## src/rtl/rf_wb_arbiter.sv

```systemverilog
// Write-port arbiter for the 32x32 register file: shares one registered write port
// among NREQ requesters, with locked bursts and a lock timeout. Define WB_ARB_RR_EN for round-robin.
module rf_wb_arbiter #(
    parameter int NREQ     = 3,
    parameter int AW       = 5,
    parameter int DW       = 32,
    parameter int LOCK_TMO = 15
) (
    input  logic               clk,
    input  logic               rst,
    input  logic [NREQ-1:0]    req_valid,
    input  logic [NREQ-1:0]    req_lock,
    input  logic [NREQ*AW-1:0] req_waddr,
    input  logic [NREQ*DW-1:0] req_wdata,
    output logic [NREQ-1:0]    req_ready,
    output logic               we,
    output logic [AW-1:0]      waddr,
    output logic [DW-1:0]      wdata,
    output logic [1:0]         owner,
    output logic               locked
);

    typedef enum logic {ST_IDLE, ST_LOCKED} state_t;

    state_t          r_state, w_state_nxt;
    logic [1:0]      r_owner, w_owner_nxt;
    logic [7:0]      r_tmo, w_tmo_nxt;
    logic            w_any;
    logic [1:0]      w_gnt;
    logic            w_acc;
    logic [1:0]      w_sel;
    logic [NREQ-1:0] w_ready;
    logic [AW-1:0]   w_sel_addr;
    logic [DW-1:0]   w_sel_data;
    logic            w_wr;
    logic            r_we_p1;
    logic [AW-1:0]   r_waddr_p1;
    logic [DW-1:0]   r_wdata_p1;

`ifdef WB_ARB_RR_EN
    logic [1:0]      r_ptr, w_ptr_nxt;

    // Lowest offset from the pointer wins, so scan offsets from high to low.
    always_comb begin
        w_any = 1'b0;
        w_gnt = 2'd0;
        for (int k = NREQ - 1; k >= 0; k--) begin
            if (req_valid[(int'(r_ptr) + k) % NREQ]) begin
                w_any = 1'b1;
                w_gnt = 2'((int'(r_ptr) + k) % NREQ);
            end
        end
    end

    always_comb begin
        w_ptr_nxt = r_ptr;
        if (r_state == ST_IDLE && w_any)
            w_ptr_nxt = 2'((int'(w_gnt) + 1) % NREQ);
        else if (r_state == ST_LOCKED && w_state_nxt == ST_IDLE)
            w_ptr_nxt = 2'((int'(r_owner) + 1) % NREQ);
    end

    always_ff @(posedge clk or posedge rst) begin
        if (rst)
            r_ptr <= 2'd0;
        else
            r_ptr <= w_ptr_nxt;
    end
`else
    always_comb begin
        w_any = 1'b0;
        w_gnt = 2'd0;
        for (int k = NREQ - 1; k >= 0; k--) begin
            if (req_valid[k]) begin
                w_any = 1'b1;
                w_gnt = 2'(k);
            end
        end
    end
`endif

    always_comb begin
        w_state_nxt = r_state;
        w_owner_nxt = r_owner;
        w_tmo_nxt   = r_tmo;
        w_ready     = '0;
        w_acc       = 1'b0;
        w_sel       = w_gnt;
        if (r_state == ST_IDLE) begin
            if (w_any) begin
                w_ready[w_gnt] = 1'b1;
                w_acc          = 1'b1;
                w_owner_nxt    = w_gnt;
                w_tmo_nxt      = 8'd0;
                if (req_lock[w_gnt])
                    w_state_nxt = ST_LOCKED;
            end
        end else begin
            w_sel = r_owner;
            if (req_valid[r_owner]) begin
                w_ready[r_owner] = 1'b1;
                w_acc            = 1'b1;
                w_tmo_nxt        = 8'd0;
                if (!req_lock[r_owner])
                    w_state_nxt = ST_IDLE;
            end else if (r_tmo == 8'(LOCK_TMO - 1)) begin
                // Owner went quiet too long: force the port open again.
                w_state_nxt = ST_IDLE;
                w_tmo_nxt   = 8'd0;
            end else begin
                w_tmo_nxt = r_tmo + 8'd1;
            end
        end
    end

    assign w_sel_addr = req_waddr[int'(w_sel)*AW +: AW];
    assign w_sel_data = req_wdata[int'(w_sel)*DW +: DW];
    // Beats to r0 are accepted but never reach the write port.
    assign w_wr       = w_acc && (w_sel_addr != '0);

    always_ff @(posedge clk or posedge rst) begin
        if (rst) begin
            r_state <= ST_IDLE;
            r_owner <= 2'd0;
            r_tmo   <= 8'd0;
        end else begin
            r_state <= w_state_nxt;
            r_owner <= w_owner_nxt;
            r_tmo   <= w_tmo_nxt;
        end
    end

    // Stage p1: registered write toward the regfile port
    always_ff @(posedge clk or posedge rst) begin
        if (rst) begin
            r_we_p1    <= 1'b0;
            r_waddr_p1 <= '0;
            r_wdata_p1 <= '0;
        end else begin
            r_we_p1 <= w_wr;
            if (w_wr) begin
                r_waddr_p1 <= w_sel_addr;
                r_wdata_p1 <= w_sel_data;
            end
        end
    end

    assign req_ready = rst ? '0 : w_ready;
    assign we        = r_we_p1;
    assign waddr     = r_waddr_p1;
    assign wdata     = r_wdata_p1;
    assign owner     = r_owner;
    assign locked    = (r_state == ST_LOCKED);

endmodule

```

## config.mk

```make
export PLATFORM = sky130hd
export DESIGN_NAME = rf_wb_arbiter
export DESIGN_NICKNAME = d
export VERILOG_FILES = /design/src/rtl/rf_wb_arbiter.sv
export SDC_FILE = /design/constraint.sdc
export NUM_CORES = 1
export LEC_CHECK = 0
export ABC_AREA = 1
export BUFFER_PORTS_ARGS = -buffer_cell sky130_fd_sc_hd__clkbuf_2
export CAP_MARGIN = 30
export CORE_MARGIN = 8
export CORE_UTILIZATION = 46
export CTS_CLUSTER_SIZE = 40
export DETAILED_ROUTE_END_ITERATION = 7
export MAX_ROUTING_LAYER = met4
export PLACE_DENSITY = 0.81
export SYNTH_ARGS = -nofsm -noshare
export SYNTH_HDL_FRONTEND = slang
export SYNTH_SLANG_ARGS = --single-unit
```

## constraint.sdc

```tcl
create_clock -name clk -period 1.8 [get_ports clk]
set_input_delay 0.36 -clock clk [delete_from_list [all_inputs] [get_ports clk]]
set_output_delay 0.36 -clock clk [all_outputs]
set_load 0.02 [all_outputs]
```

## After elaboration in Yosys (flattened, before gate mapping)

Index checks and enable logic that the tools add are counted.

| storage, ports and cells | value |
|---|---|
| register bits after elaboration | 49 |
| latch bits | 0 |
| memory bits (writable) | 0 |
| memory bits (read-only) | 0 |
| output and inout bits | 44 |
| memories kept | 0 |

| cells by class | value |
|---|---|
| add/subtract/negate cells | 1 |
| multiply operators | 1 |
| div/mod/pow operators | 0 |
| order comparisons | 4 |
| eq/ne operators | 1 |
| shifts and indexed selects | 2 |
| multiplexer cells | 34 |
| bitwise gates (word level) | 1 |
| reductions and logical operators | 6 |

Operator list:

| cell | number |
|---|---|
| 96-bit by 8-bit variable part select with 32-bit output | 1 |
| 8-bit 2-to-1 mux | 4 |
| 1-bit 2-to-1 mux | 17 |
| 15-bit by 6-bit variable part select with 5-bit output | 1 |
| 3-bit 2-to-1 mux | 4 |
| 8-bit by 1-bit adder with 8-bit output (second input constant) | 1 |
| 8-bit by 4-bit == test with 1-bit output (second input constant) | 1 |
| 2-bit 2-to-1 mux | 4 |
| 1-bit binary-select mux with 2-bit select | 3 |
| 2-bit by 3-bit less-than comparator with 1-bit output (second input constant) | 2 |
| 2-bit by 3-bit multiplier with 5-bit output (second input constant) | 1 |
| 5-bit nonzero test | 1 |
| 1-bit demux with 2-bit select | 2 |
| 2-bit by 1-bit greater-or-equal comparator with 1-bit output (second input constant) | 2 |
| 1-bit logical AND | 3 |
| 2-bit AND reduction | 1 |
| 2-bit nonzero test | 1 |
| 1-bit NOT | 1 |

## Depth between registers and ports, before layout

Gate-level depths: netlist of run 1.

| depth | value |
|---|---|
| word-level depth | 10 |
| gate-level depth with buffers | 14 |
| mapped depth without buffers | 12 |

## Least setup slack after synthesis of run 1

Ideal clock, no wire load.

| timing | value |
|---|---|
| path kind | register -> register |
| from | register r_state, in the netlist locked |
| to | register r_wdata_p1[10], in the netlist wdata[10] |
| arrival | 1.657 ns |
| setup slack | 0.026 ns |
| stages on the path, launching flop included | 14 |
| period minus slack after synthesis | 1.774 ns |
| path through | dfrtp_1 buf_6 inv_8 nand3_4 nand2_2 nand2_1 nand3_2 nand2_1 nor2_1 nand3_1 buf_4 buf_6 nand3_1 nand2_1 |

| between the ends | value |
|---|---|
| cells in the longest elaborated chain, start to end | 5 |
| elaborated cells on any way between the ends | 7 |
| those cells by class | mul (1); shift (2); mux (2); reduce/logical (2) |

RTL lines:

| item | RTL line | source |
|---|---|---|
| start, declared | 25 | `state_t r_state, w_state_nxt;` |
| start signal, assigned | 127 | `r_state <= w_state_nxt;` |
| 2-bit 2-to-1 mux | 89 | `if (r_state == ST_IDLE) begin` |
| 2-bit by 3-bit multiplier with 5-bit output | 116 | `assign w_sel_addr = req_waddr[int'(w_sel)*AW +: AW];` |
| 15-bit by 6-bit variable part select with 5-bit output | 116 |  |
| 5-bit nonzero test | 119 | `assign w_wr = w_acc && (w_sel_addr != '0);` |
| 1-bit logical AND | 119 |  |
| end signal, assigned | 143 | `r_wdata_p1 <= w_sel_data;` |
| end, declared | 38 | `logic [DW-1:0] r_wdata_p1;` |

Parallel ways exist; a longest one is shown, timed or not.
A chain may end at the register's enable or synchronous reset.

## Worst setup path after layout of run 1

| timing | value |
|---|---|
| from | register r_owner[0], in the netlist owner[0] |
| to | register r_waddr_p1[2], in the netlist waddr[2] |

| between the ends | value |
|---|---|
| cells in the longest elaborated chain, start to end | 5 |
| elaborated cells on any way between the ends | 9 |
| those cells by class | mul (1); shift (1); mux (5); reduce/logical (2) |

RTL lines:

| item | RTL line | source |
|---|---|---|
| start, declared | 26 | `logic [1:0] r_owner, w_owner_nxt;` |
| start signal, assigned | 128 | `r_owner <= w_owner_nxt;` |
| 2-bit 2-to-1 mux / 1-bit binary-select mux with 2-bit select (equally long branches) | 89, 100 |  |
| 2-bit by 3-bit multiplier with 5-bit output / 1-bit 2-to-1 mux (equally long branches) | 116, 100 |  |
| 15-bit by 6-bit variable part select with 5-bit output / 1-bit 2-to-1 mux (equally long branches) | 116, 100 |  |
| 5-bit nonzero test / 1-bit 2-to-1 mux (equally long branches) | 119, 89 |  |
| 1-bit logical AND | 119 |  |
| end signal, assigned | 142 | `r_waddr_p1 <= w_sel_addr;` |
| end, declared | 37 | `logic [AW-1:0] r_waddr_p1;` |

Parallel ways exist; a longest one is shown, timed or not. The select of a mux whose other input is x is not followed.

==> run summary, run 1 <==
The effective utilization at floorplan came out at 0.473. The final clock period utilization by the worst path came out at 1.04. The wire length after detailed routing came out at 12.0 mm.

Counting stages on the worst path, the most repeated cell is sky130_fd_sc_hd__nand2_2. The number of violations reported at the end of detailed-routing iteration 0 came out at 215. The cell sitting at the root of the clock tree is a sky130_fd_sc_hd__clkbuf_8. The number of clock buffers inserted by TritonCTS is 5. The first-pass GRT wire length came out at 17.7 mm.

The number of nets handed over by synthesis was 568. Tracing the worst setup path back leads to its startpoint at owner[0]. The startpoint identified for the worst register-to-register timing path is owner[0]. The source-to-sink clock delay at the later pin of the worst-skew pair came out at 0.31 ns. Of the cells placed in the final design, the portion with a size suffix greater than 1 is 0.467. The via-per-instance ratio came out at 5.30.

The sequential cell area in the final layout is 1230 um^2. The placer congestion estimate is 0.950. The total count of max-transition violations in the final report came out at 0. The setup total negative slack is -1.12 ns.

Among all cell types in the netlist, the one instantiated most often is sky130_fd_sc_hd__nand3_1. The mapped netlist covers 3220 um^2. Based on the critical path, the design can be clocked at up to 534 MHz. The pin count of the biggest net entering global routing came out at 30.

The via total after detailed routing is 3910. The critical path capture point type is a flip-flop. Sorting the synthesized cells by area gives the leading types as sky130_fd_sc_hd__dfrtp_1, sky130_fd_sc_hd__nand3_1, sky130_fd_sc_hd__o21ai_0, sky130_fd_sc_hd__nand2_1, sky130_fd_sc_hd__nand2_2. The floorplan has 30 rows. The core utilization of the finished layout came out at 0.701.

The chip height came out at 99.6 um. The number of I/O port buffers is 162. The flow ran to the end, but the final reports show violations. The maximum ir drop on the vdd rail came out at 0.000864 V. The critical path contains buffers and inverters numbering 3 combined. The total half-perimeter wirelength after legalization and detailed placement is 8.71 mm.

The share of the synthesized area in the top cell type is 0.381. The die area is 9920 um^2. The required time of the critical path came out at 2.05 ns. The number of routed nets with antenna violations is 0.

The most instantiated flip-flop cell in the synthesis netlist is sky130_fd_sc_hd__dfrtp_1. The checks that failed: setup timing. The wire length per cell came out at 16.2 um.

Setup violations remaining at the end of the flow were counted as 40. The kind of critical path is flip-flop to flip-flop. In this run the static leakage power is 0.00252 uW. Counting flops with an async set or reset pin after synthesis yields a share of 1.00. The number of antenna violations at the first check in global routing came to 0. The flop-to-flop setup slack came out at -0.07 ns. The post-synthesis average cell area came out at 7.19 um^2.

The largest single stage delay on the critical path is 0.45 ns. The clock transition at the registers of the reported paths is 0.09 ns. The repair_antennas step left the layout with diodes totalling 0. Traced cell by cell, the critical path runs through buf_6 > nor2_2 > a21oi_1 > nand2_2 > inv_2 > o21ai_4 > buf_4 > nand3_1 > nand2_2. The worst hold slack across all endpoints is 0.0364 ns. The worst pin sits at a relative slew slack of 0.719.

The global route total overflow is 0. The global-route usage over all layers is 0.223. At the pin with the least slew margin, the transition time is 0.419 ns.

The post-synthesis register bit count came out at 49. The area of the multi-input gates came out at 1870 um^2. By count the netlist is led by sky130_fd_sc_hd__nand3_1, sky130_fd_sc_hd__nand2_1, sky130_fd_sc_hd__o21ai_0.

The pre-antenna-repair detailed-routing pass consisted of 5 iterations. The signed area change from the synthesized netlist to the final layout came out at 48.2%. The power density over the cells is 1840 nW/um^2. The count of warnings emitted by yosys is 0. At the worst endpoint, the arrival time is 2.12 ns. The clock period minus worst slack came out at 1.87 ns.

The number of global-route vias before repair came out at 3773. The worst path setup slack after routing came out at -0.0732 ns. The slowest stage cell on the critical path is sky130_fd_sc_hd__dfrtp_2. The number of distinct library cells after synthesis came out at 28. TritonCTS built the clock tree. The number of buffers on the longest clock path is 2.

The post-route clock skew came out at 0.00893 ns. The synthesized design spends more area on one cell type than any other, namely sky130_fd_sc_hd__dfrtp_1. 163 I/O pins were placed. The post-detailed-route DRC marker count came out at 0. Setup repair after global routing could not meet its margin everywhere. The instance count of the mapped netlist is 447. The hold violation count in the final report was 0. The region available for standard cell placement spans 6790 um^2.

On the critical path the largest part of the delay comes from simple AND/OR/NAND/NOR gates. The filler cell count in the final layout came out at 570. The max-capacitance violation count is 0. The number of nets in the finished design is 762. STA classifies the critical path startpoint as a flip-flop. The type of the worst min-delay path is input port to asynchronous set/reset pin. The number of enable flip-flop cells after synthesis came out at 0.

For this run, the register share of the synthesized area comes to 0.381. Of all nets on the critical path, the largest fanout is 13. The clock net in this run drives a total of 49 sinks. The number of levels the H-tree was split into came out at 2. Measured along the x axis, the die boundary spans 99.6 um.
[through the flow]
step	std cells	cell area [um^2]	power (uW)	setup WS, ns
CTS	725	4430	7660	-0.00451
global placement	715	4270	6690	-0.0350
finish	738	4760	8770	-0.0732
floorplan	447	3220	5340	0.0261
global route	738	4760	9390	-0.161
detailed placement	715	4270	6860	-0.124
[power by group]
part / internal [uW] / switching (uW)
registers: 1580 / 375
clock network: 274 / 379
logic: 2490 / 3680
total: 4340 / 4430
[area by class of cell]
cell class	instances	area share
clock buffer	6	0.0152
clock inverter	2	0.00315
inverter	28	0.0242
multi-input combinational	342	0.393
sequential	49	0.258
tap	96	0.0252
timing repair buffer	215	0.282
[placed cells by master (no fill, tap or decap), types with 8 or more instances in the layout]
cell type / count
sky130_fd_sc_hd__nor2_1: 35
sky130_fd_sc_hd__buf_6: 8
sky130_fd_sc_hd__inv_1: 22
sky130_fd_sc_hd__nand3_1: 87
sky130_fd_sc_hd__nand2_2: 43
sky130_fd_sc_hd__nand2_1: 59
sky130_fd_sc_hd__clkbuf_2: 159
sky130_fd_sc_hd__dfrtp_1: 46
sky130_fd_sc_hd__o21ai_0: 72
sky130_fd_sc_hd__nand2_4: 8
sky130_fd_sc_hd__buf_4: 40
[state kept, by name, indices dropped and copies added, names as in the netlist]
register,flops
wdata,32
r_tmo,8
waddr,5
owner,2
locked,1
we,1
[final timing paths]
path | endpoint | depth (start not counted)
max in group asynchronous | wdata[11] | 3
worst min register to register | wdata[6] | 2
min in group clk | wdata[17] | 5
worst max register to register | waddr[2] | 9
worst max-delay path | waddr[2] | 9
worst min-delay path | wdata[20] | 2
[cells by family (layout without fill, tap and decap cells)]
logic type	after synthesis	count (layout)	share of synthesized area
simple gates	250	250	0.365
compound gates	83	84	0.133
buf+inv	57	251	0.0973
flops	49	49	0.381
xor+xnor	6	6	0.0163
fa+ha+maj	2	2	0.00778
[layer usage]
| metal | track usage | share of wire | vias up |
|---|---|---|---|
| met1 | 0.242 | 0.38 | 1807 |
| met3 | 0.0517 | 0.077 | 32 |
| met2 | 0.392 | 0.52 | 190 |
| li1 | - | - | 1881 |
| met5 | - | 0 | - |
| met4 | 0.0757 | 0.025 | 0 |
[repair_timing]
action / in CTS / in global routing
setup buffers: 2 / 8
pin swaps: 2 / 14
resized for setup: 16 / 58
hold buffers: 0 / 0
gates cloned: 0 / 5
endpoints found under the setup margin: 41 / 46
(Power assumes the default switching activity.)
==> inputs of run 2 (changes only) <==
==> constraint.sdc (replaced) <==
create_clock -name clk -period 1.8 [get_ports clk]
set_input_delay 0.27 -clock clk [delete_from_list [all_inputs] [get_ports clk]]
set_output_delay 0.27 -clock clk [all_outputs]
set_load 0.02 [all_outputs]
==> run 2 against run 1 <==
Compared with the run above: the run still ends with setup timing left; combinational power increased by 1%; sequential power about the same; count of clock-buffer cells in the layout unchanged; design area grew 1.2%; via count is the same; die area unchanged; highest routed layer unchanged; critical path type unchanged; clock power is 27% higher; clock skew is 0.0031 ns lower; non-clock buffer count grew 5; global-route usage grew 0.18 points.
==> run summary, run 2 (synthesis gave the netlist of run 1 again) <==
The run finished, with violations left. The checks that failed: setup timing. The detailed router placed 3910 vias in this run. The chip height is 99.6 um.

The critical path launch point type is a flip-flop. The longest clock path from root to sink contains 2 buffers. The CTS tree is built.

The path class of the tightest hold or removal check is input port to asynchronous set/reset pin. The share of final-layout standard cells stronger than drive strength 1 came out at 0.481. The total count of max-transition violations in the final report came to 0.

The hold violation count in the final report is 0. After the last flow step, the layout net total stands at 767. The total core area came out at 6790 um^2.

The global route total overflow is 0. The first-pass GRT wire length is 18.0 mm. In the layout the commonest cells are sky130_fd_sc_hd__clkbuf_2, sky130_fd_sc_hd__nand3_1, sky130_fd_sc_hd__o21ai_0. The arrival time at the worst endpoint came out at 2.12 ns.

The post-route clock skew came out at 0.00586 ns. The pin count of the biggest net entering global routing came out at 30. The root buffer cell is sky130_fd_sc_hd__clkbuf_8. In the post-route analysis, the smallest setup slack over all paths is -0.0750 ns. The number of global-route vias before repair came to 3961. The headroom to the max-slew limit came out at 0.665. The number of antenna violations at the first check in global routing came out at 0.

The maximum clock rate came out at 533 MHz. In this run the critical register-to-register path is launched from locked. The leakage dissipation came out at 0.00259 uW.

For this design the top-level I/O count stands at 163. Tracing the worst setup path back leads to its startpoint at locked. In this run, the number of DRC markers left after iteration 0 of detailed routing was 119. The number of buffers inserted for hold repair after clock tree synthesis came out at 0.

The clock transition at the registers of the reported paths is 0.09 ns. Setup violations remaining at the end of the flow were counted as 37. The effective utilization at floorplan is 0.473.

In the routed design, unresolved DRC markers number 0. The required time of the critical path is 2.04 ns. The die covers 9920 um^2. The largest fanout on the critical path came out at 7. The first-pass iteration count of the detailed router came out at 4. The sequential cell area in the final layout is 1230 um^2.

The filler cell count in the final layout is 527. The global-route usage over all layers came out at 0.225. The worst register-to-register path has a depth of 13.

The most common library cell in the layout ignoring fill and taps is sky130_fd_sc_hd__clkbuf_2. The transition at the pin with the smallest max-transition slack came out at 0.502 ns. The number of levels the H-tree was split into is 2. The number of routed nets with antenna violations came out at 0. The wire length per cell is 16.1 um.

The power density over the cells came out at 1870 nW/um^2. The source-to-sink clock delay at the later pin of the worst-skew pair came out at 0.30 ns. The number of placement rows is 30. The number of sinks on the clock net came out at 49. The maximum ir drop on the vdd rail came out at 0.000809 V. The tool flagged a number of max-cap violations equal to 0.

From synthesis to final layout, the design area changed by 50.0%. The critical path capture point type is a flip-flop. The total half-perimeter wirelength after legalization and detailed placement is 8.67 mm. The final clock period utilization by the worst path is 1.04. The repair_antennas step left the layout with diodes totalling 0. The via-per-instance ratio is 5.26.

The placer congestion estimate came out at 0.938. The flop-to-flop setup slack is -0.08 ns. In the final layout, the multi-input gates occupy 1870 um^2. Setup repair after global routing could not meet its margin everywhere. The number of I/O port buffers is 162. The end of the worst register-to-register path is wdata[13]. The flip-flop count of the largest register after layout came out at 32.

The critical path is of the flip-flop to flip-flop type. The wire length after detailed routing came out at 12.0 mm. The setup total negative slack came out at -1.56 ns. The number of clock buffers inserted by TritonCTS is 5. Once layout is complete, the utilization of the core stands at 0.710. In this run the horizontal extent of the chip is 99.6 um. For the finished layout, the period the worst path requires is 1.88 ns. The worst hold slack across all endpoints is 0.0366 ns.
## run 2: cell types whose count changed in the layout (fill, tap and decap cells not counted), sizes merged
| cell | change |
|---|---|
| buf | +4 |
| bufinv | +1 |
| clkbuf | +1 |
| clkinvlp | -1 |
| nand2 | +1 |
| o211ai | -1 |
## run 2: through the flow
step	std cells	area (um^2)	power (uW)	setup WS [ns]
detailed placement	714	4260	6850	-0.0661
floorplan	447	3220	5340	0.0261
CTS	726	4480	8010	-0.00753
global route	743	4820	9670	-0.174
finish	743	4820	9020	-0.0750
global placement	714	4260	6680	-0.0176
## run 2: final cells by class
type                    count  share of cell area
inverters                  28              0.0239
flip-flops and latches     49               0.255
clock inverters             2             0.00778
repair buffers            220               0.284
multi-input cells         342               0.387
clock buffers               6              0.0171
well taps                  96              0.0249
## run 2: routing by layer
layer / vias to the layer above / track usage / share of wire
met5: - / - / 0
met4: 0 / 0.0757 / 0.024
met3: 25 / 0.0496 / 0.066
met2: 163 / 0.412 / 0.54
met1: 1839 / 0.232 / 0.37
li1: 1883 / - / -
## run 2: worst max path at each step
stage                           end  depth (start not counted)
after floorplan           wdata[10]                         13
after global placement    wdata[10]                         10
after detailed placement  wdata[10]                         10
after CTS                 wdata[21]                         12
after global routing       wdata[4]                         11
final                     wdata[13]                         13
## run 2: critical path, stage by stage, from the launching register on
cell	delay (ns)
sky130_fd_sc_hd__dfrtp_2	0.50
sky130_fd_sc_hd__inv_8	0.06
sky130_fd_sc_hd__buf_4	0.14
sky130_fd_sc_hd__nand2_2	0.08
sky130_fd_sc_hd__nand2_4	0.10
sky130_fd_sc_hd__nand3_2	0.08
sky130_fd_sc_hd__nand2_2	0.06
sky130_fd_sc_hd__nor2_2	0.14
sky130_fd_sc_hd__nand3_2	0.14
sky130_fd_sc_hd__nand2_4	0.12
sky130_fd_sc_hd__buf_6	0.13
sky130_fd_sc_hd__clkbuf_16	0.16
sky130_fd_sc_hd__nand2_4	0.05
sky130_fd_sc_hd__nand2_2	0.05
## run 2: repair_timing
action	CTS	global route
setup buffers	3	14
gates resized for setup	14	56
gates cloned	1	3
pin swaps	2	15
setup endpoints to repair	39	49
endpoints found under the hold margin	0	0
## run 2: report_power, final
part,switching [uW],leakage [uW],internal (uW)
registers,393,0.000623,1580
clock network,376,0.0000574,452
logic,3650,0.00191,2570
==> inputs of run 3 (changes only) <==
--- a/config.mk
+++ b/config.mk
@@ -8,12 +8,11 @@
 export ABC_AREA = 1
 export BUFFER_PORTS_ARGS = -buffer_cell sky130_fd_sc_hd__clkbuf_2
 export CAP_MARGIN = 30
-export CORE_MARGIN = 8
-export CORE_UTILIZATION = 46
+export CORE_UTILIZATION = 42
 export CTS_CLUSTER_SIZE = 40
 export DETAILED_ROUTE_END_ITERATION = 7
 export MAX_ROUTING_LAYER = met4
-export PLACE_DENSITY = 0.81
+export PLACE_DENSITY = 0.78
 export SYNTH_ARGS = -nofsm -noshare
 export SYNTH_HDL_FRONTEND = slang
 export SYNTH_SLANG_ARGS = --single-unit
==> constraint.sdc (replaced) <==
create_clock -name clk -period 1.6 [get_ports clk]
set_input_delay 0 -clock clk [delete_from_list [all_inputs] [get_ports clk]]
set_output_delay 0 -clock clk [all_outputs]
set_load 0.02 [all_outputs]
==> run 3 against run 2 <==
Compared with the run above: the flow still finishes with violations (setup timing); first-iteration DRC count rose by 40%; worst setup slack got worse by 0.13 ns; clock skew rose by 0.0061 ns; routed wire length fell by 11%.
==> run summary, run 3 (synthesis gave the netlist of run 1 again) <==
The largest fanout on the critical path came out at 6. The first-pass GRT wire length is 15.9 mm. The type of the worst min-delay path is input port to flip-flop.

The power density over the cells is 2060 nW/um^2. The critical path in this run is classified as flip-flop to flip-flop. The number of placement rows is 31.

The number of buffers on the longest clock path came out at 2. The flow ran to the end, but the final reports show violations. The number of global-route vias before repair is 3554. The hold violation count in the final report is 0. The design internal power is 5110 uW. The placer congestion estimate is 0.925. The maximum clock rate came out at 555 MHz. Measured against its own limit, the worst slew margin works out to 0.789.

The flip-flop count of the largest register after layout came out at 32. The global-route usage over all layers is 0.273. The library cell used most frequently in the layout, excluding fill and tap cells, is sky130_fd_sc_hd__clkbuf_2. Setup violations remaining at the end of the flow were counted as 39. For flop-to-flop paths, the worst setup slack is -0.20 ns. The via total after detailed routing came out at 3900. Setup repair after global routing could not meet its margin everywhere. The final reports fail on setup timing. The sequential group share of total power came out at 0.217.

The met1 usage in global routing came out at 0.289. The total count of max-transition violations in the final report was 0. The maximum ir drop on the vdd rail came out at 0.000995 V. The worst setup path is launched from a flip-flop. The signal on the critical path passes through inv_8 > nand3_4 > nand2_4 > nand2_2 > nand3_2 > nand2_2 > buf_4 > buf_4 > buf_4 > buf_4 > nand3_1 > nand2_2.

In the layout the commonest cells are sky130_fd_sc_hd__clkbuf_2, sky130_fd_sc_hd__nand3_1, sky130_fd_sc_hd__nand2_1, sky130_fd_sc_hd__o21ai_0, sky130_fd_sc_hd__buf_4. Of the available clock period, the critical path in the final layout requires 1.13. The count of inserted antenna diode cells came out at 0. The power spent charging and discharging nets is 4790 uW. The number of I/O port buffers is 162. Of the total power, the share spent switching nets is 0.484. The path with the worst hold slack has its endpoint at wdata[1]. For this run the aggregate overflow at the end of global routing stands at 0. The wire length per cell came out at 14.3 um.

The number of violations reported at the end of detailed-routing iteration 0 is 167. The CTS tree is built. The clock share of power came out at 0.105. The worst hold path begins at req_wdata[65]. The worst path setup slack after routing came out at -0.201 ns.

The pin count of the biggest net entering global routing is 26. For this configuration, the core starts out at a cell density of 0.439. On the worst path, the slowest cell contributes a delay of 0.49 ns.

Of the cells placed in the final design, the portion with a size suffix greater than 1 is 0.471. The total core area is 7330 um^2. The post-route clock skew came out at 0.0120 ns. The number of antenna violations at the first check in global routing is 0. The post-place setup slack is -0.184 ns. The source-to-sink clock delay at the later pin of the worst-skew pair is 0.30 ns.

The max-capacitance violation count is 0. In this run the most used layer during global routing was met2. The transition at the pin with the smallest max-transition slack is 0.317 ns. For this run, the detailed router's first-pass iteration total came to 4.

The total half-perimeter wirelength after legalization and detailed placement is 7.84 mm. In the global route stage, met2 resource usage came out at 0.502. The leakage dissipation came out at 0.00257 uW. The post-detailed-route DRC marker count is 0. The largest individual stage delay along the critical path comes from the cell sky130_fd_sc_hd__dfrtp_2.

The number of nets in the finished design came out at 768. The chip height is 89.5 um. The number of routed nets with antenna violations is 0. The clock period minus worst slack is 1.80 ns.

The startpoint identified for the worst register-to-register timing path is locked. The worst register-to-register path ends at waddr[2]. The met3 global-route usage is 0.0526. The number of cells on the worst reg-to-reg path is 12. The overall die width is 89.5 um. The number of levels the H-tree was split into came out at 2. The design draws 9900 uW.

The most frequent cell on the critical path is sky130_fd_sc_hd__buf_4. The signed area change from the synthesized netlist to the final layout is 49.7%. The cell count of the worst hold path is 5. The worst setup path is captured at a flip-flop. The wire length after detailed routing came out at 10.7 mm. The I/O pin count came out at 163. The power share of the combinational group is 0.678.

Clock tree synthesis inserted a total of 5 buffers. The required time of the critical path is 1.80 ns. The arrival time at the worst endpoint is 2.00 ns.

The via-per-instance ratio came out at 5.22. The die area is 8010 um^2. The clock transition at the registers of the reported paths came out at 0.09 ns. The number of sinks on the clock net came out at 49. The root buffer cell is sky130_fd_sc_hd__clkbuf_8.
-- run 3: cell types whose count changed in the layout (fill, tap and decap cells not counted), moves of 2 or more --
cell	before	now
sky130_fd_sc_hd__buf_4	45	48
sky130_fd_sc_hd__inv_2	5	7
sky130_fd_sc_hd__nand2_1	57	70
sky130_fd_sc_hd__nand2_2	42	35
sky130_fd_sc_hd__nand2_4	13	5
sky130_fd_sc_hd__nor2_2	5	3
sky130_fd_sc_hd__nor2_4	0	2
sky130_fd_sc_hd__o21ai_0	73	70
sky130_fd_sc_hd__o21ai_2	0	2
sky130_fd_sc_hd__o22ai_1	4	0
sky130_fd_sc_hd__o22ai_2	0	4
-- run 3: worst max path at each step --
stage	start	end	slack, ns	cells past startpoint
6_report	locked	waddr[2]	-0.20	12
5_1_grt	locked	wdata[14]	-0.29	12
4_1_cts	locked	wdata[23]	-0.13	12
3_5_place_dp	locked	wdata[23]	-0.18	11
3_3_place_gp	owner[0]	wdata[19]	-0.14	9
2_1_floorplan	locked	waddr[0]	-0.12	13
-- run 3: power by group through the flow --
stage / clock, uW / sequential (uW) / combinational (uW)
2_1_floorplan: 0 / 2670 / 3410
3_3_place_gp: 0 / 2140 / 5520
3_5_place_dp: 0 / 2140 / 5720
4_1_cts: 1050 / 2150 / 6340
5_1_grt: 1120 / 2210 / 7380
6_report: 1040 / 2150 / 6710
-- run 3: routing by layer --
layer  vias to the layer above  wire [um]
li1                       1883          -
met1                      1826       4040
met2                       169       5790
met3                        22        593
met4                         0        263
met5                         -          0
-- run 3: cell type report --
cell class,instances,area (um^2)
Fill cell,638,2520
Multi-Input combinational cell,341,1860
Timing Repair Buffer,222,1360
Sequential cell,49,1230
Tap cell,99,124
Inverter,28,113
Clock buffer,5,68.8
Clock inverter,3,65.1
-- run 3: through the flow --
stage | std cells | hold slack (ns) | setup TNS (ns) | utilization | instance area [um^2]
after floorplan | 447 | 0.0769 | -3.77 | - | 3250
after global placement | 722 | 0.100 | -5.39 | 0.591 | 4330
after detailed placement | 722 | 0.0969 | -7.05 | 0.591 | 4330
after CTS | 743 | 0.0576 | -3.83 | 0.642 | 4700
after global routing | 747 | 0.0786 | -10.12 | 0.657 | 4810
final | 747 | 0.0639 | -6.14 | 0.657 | 4810
-- run 3: repair_timing --
action / in CTS / in global routing
setup endpoints to repair: 48 / 49
cloned: 2 / 1
setup buffers: 10 / 3
resized for setup: 37 / 19
pin swaps: 4 / 10
hold endpoints to repair: 49 / 0
hold buffers: 1 / 0
-- run 3: worst max-delay path: cells and delay by family (launching register included) --
kind	cells	cell delay (ns)
buffers and inverters	5	0.61
DFF	1	0.49
and+or+nand+nor	7	0.59
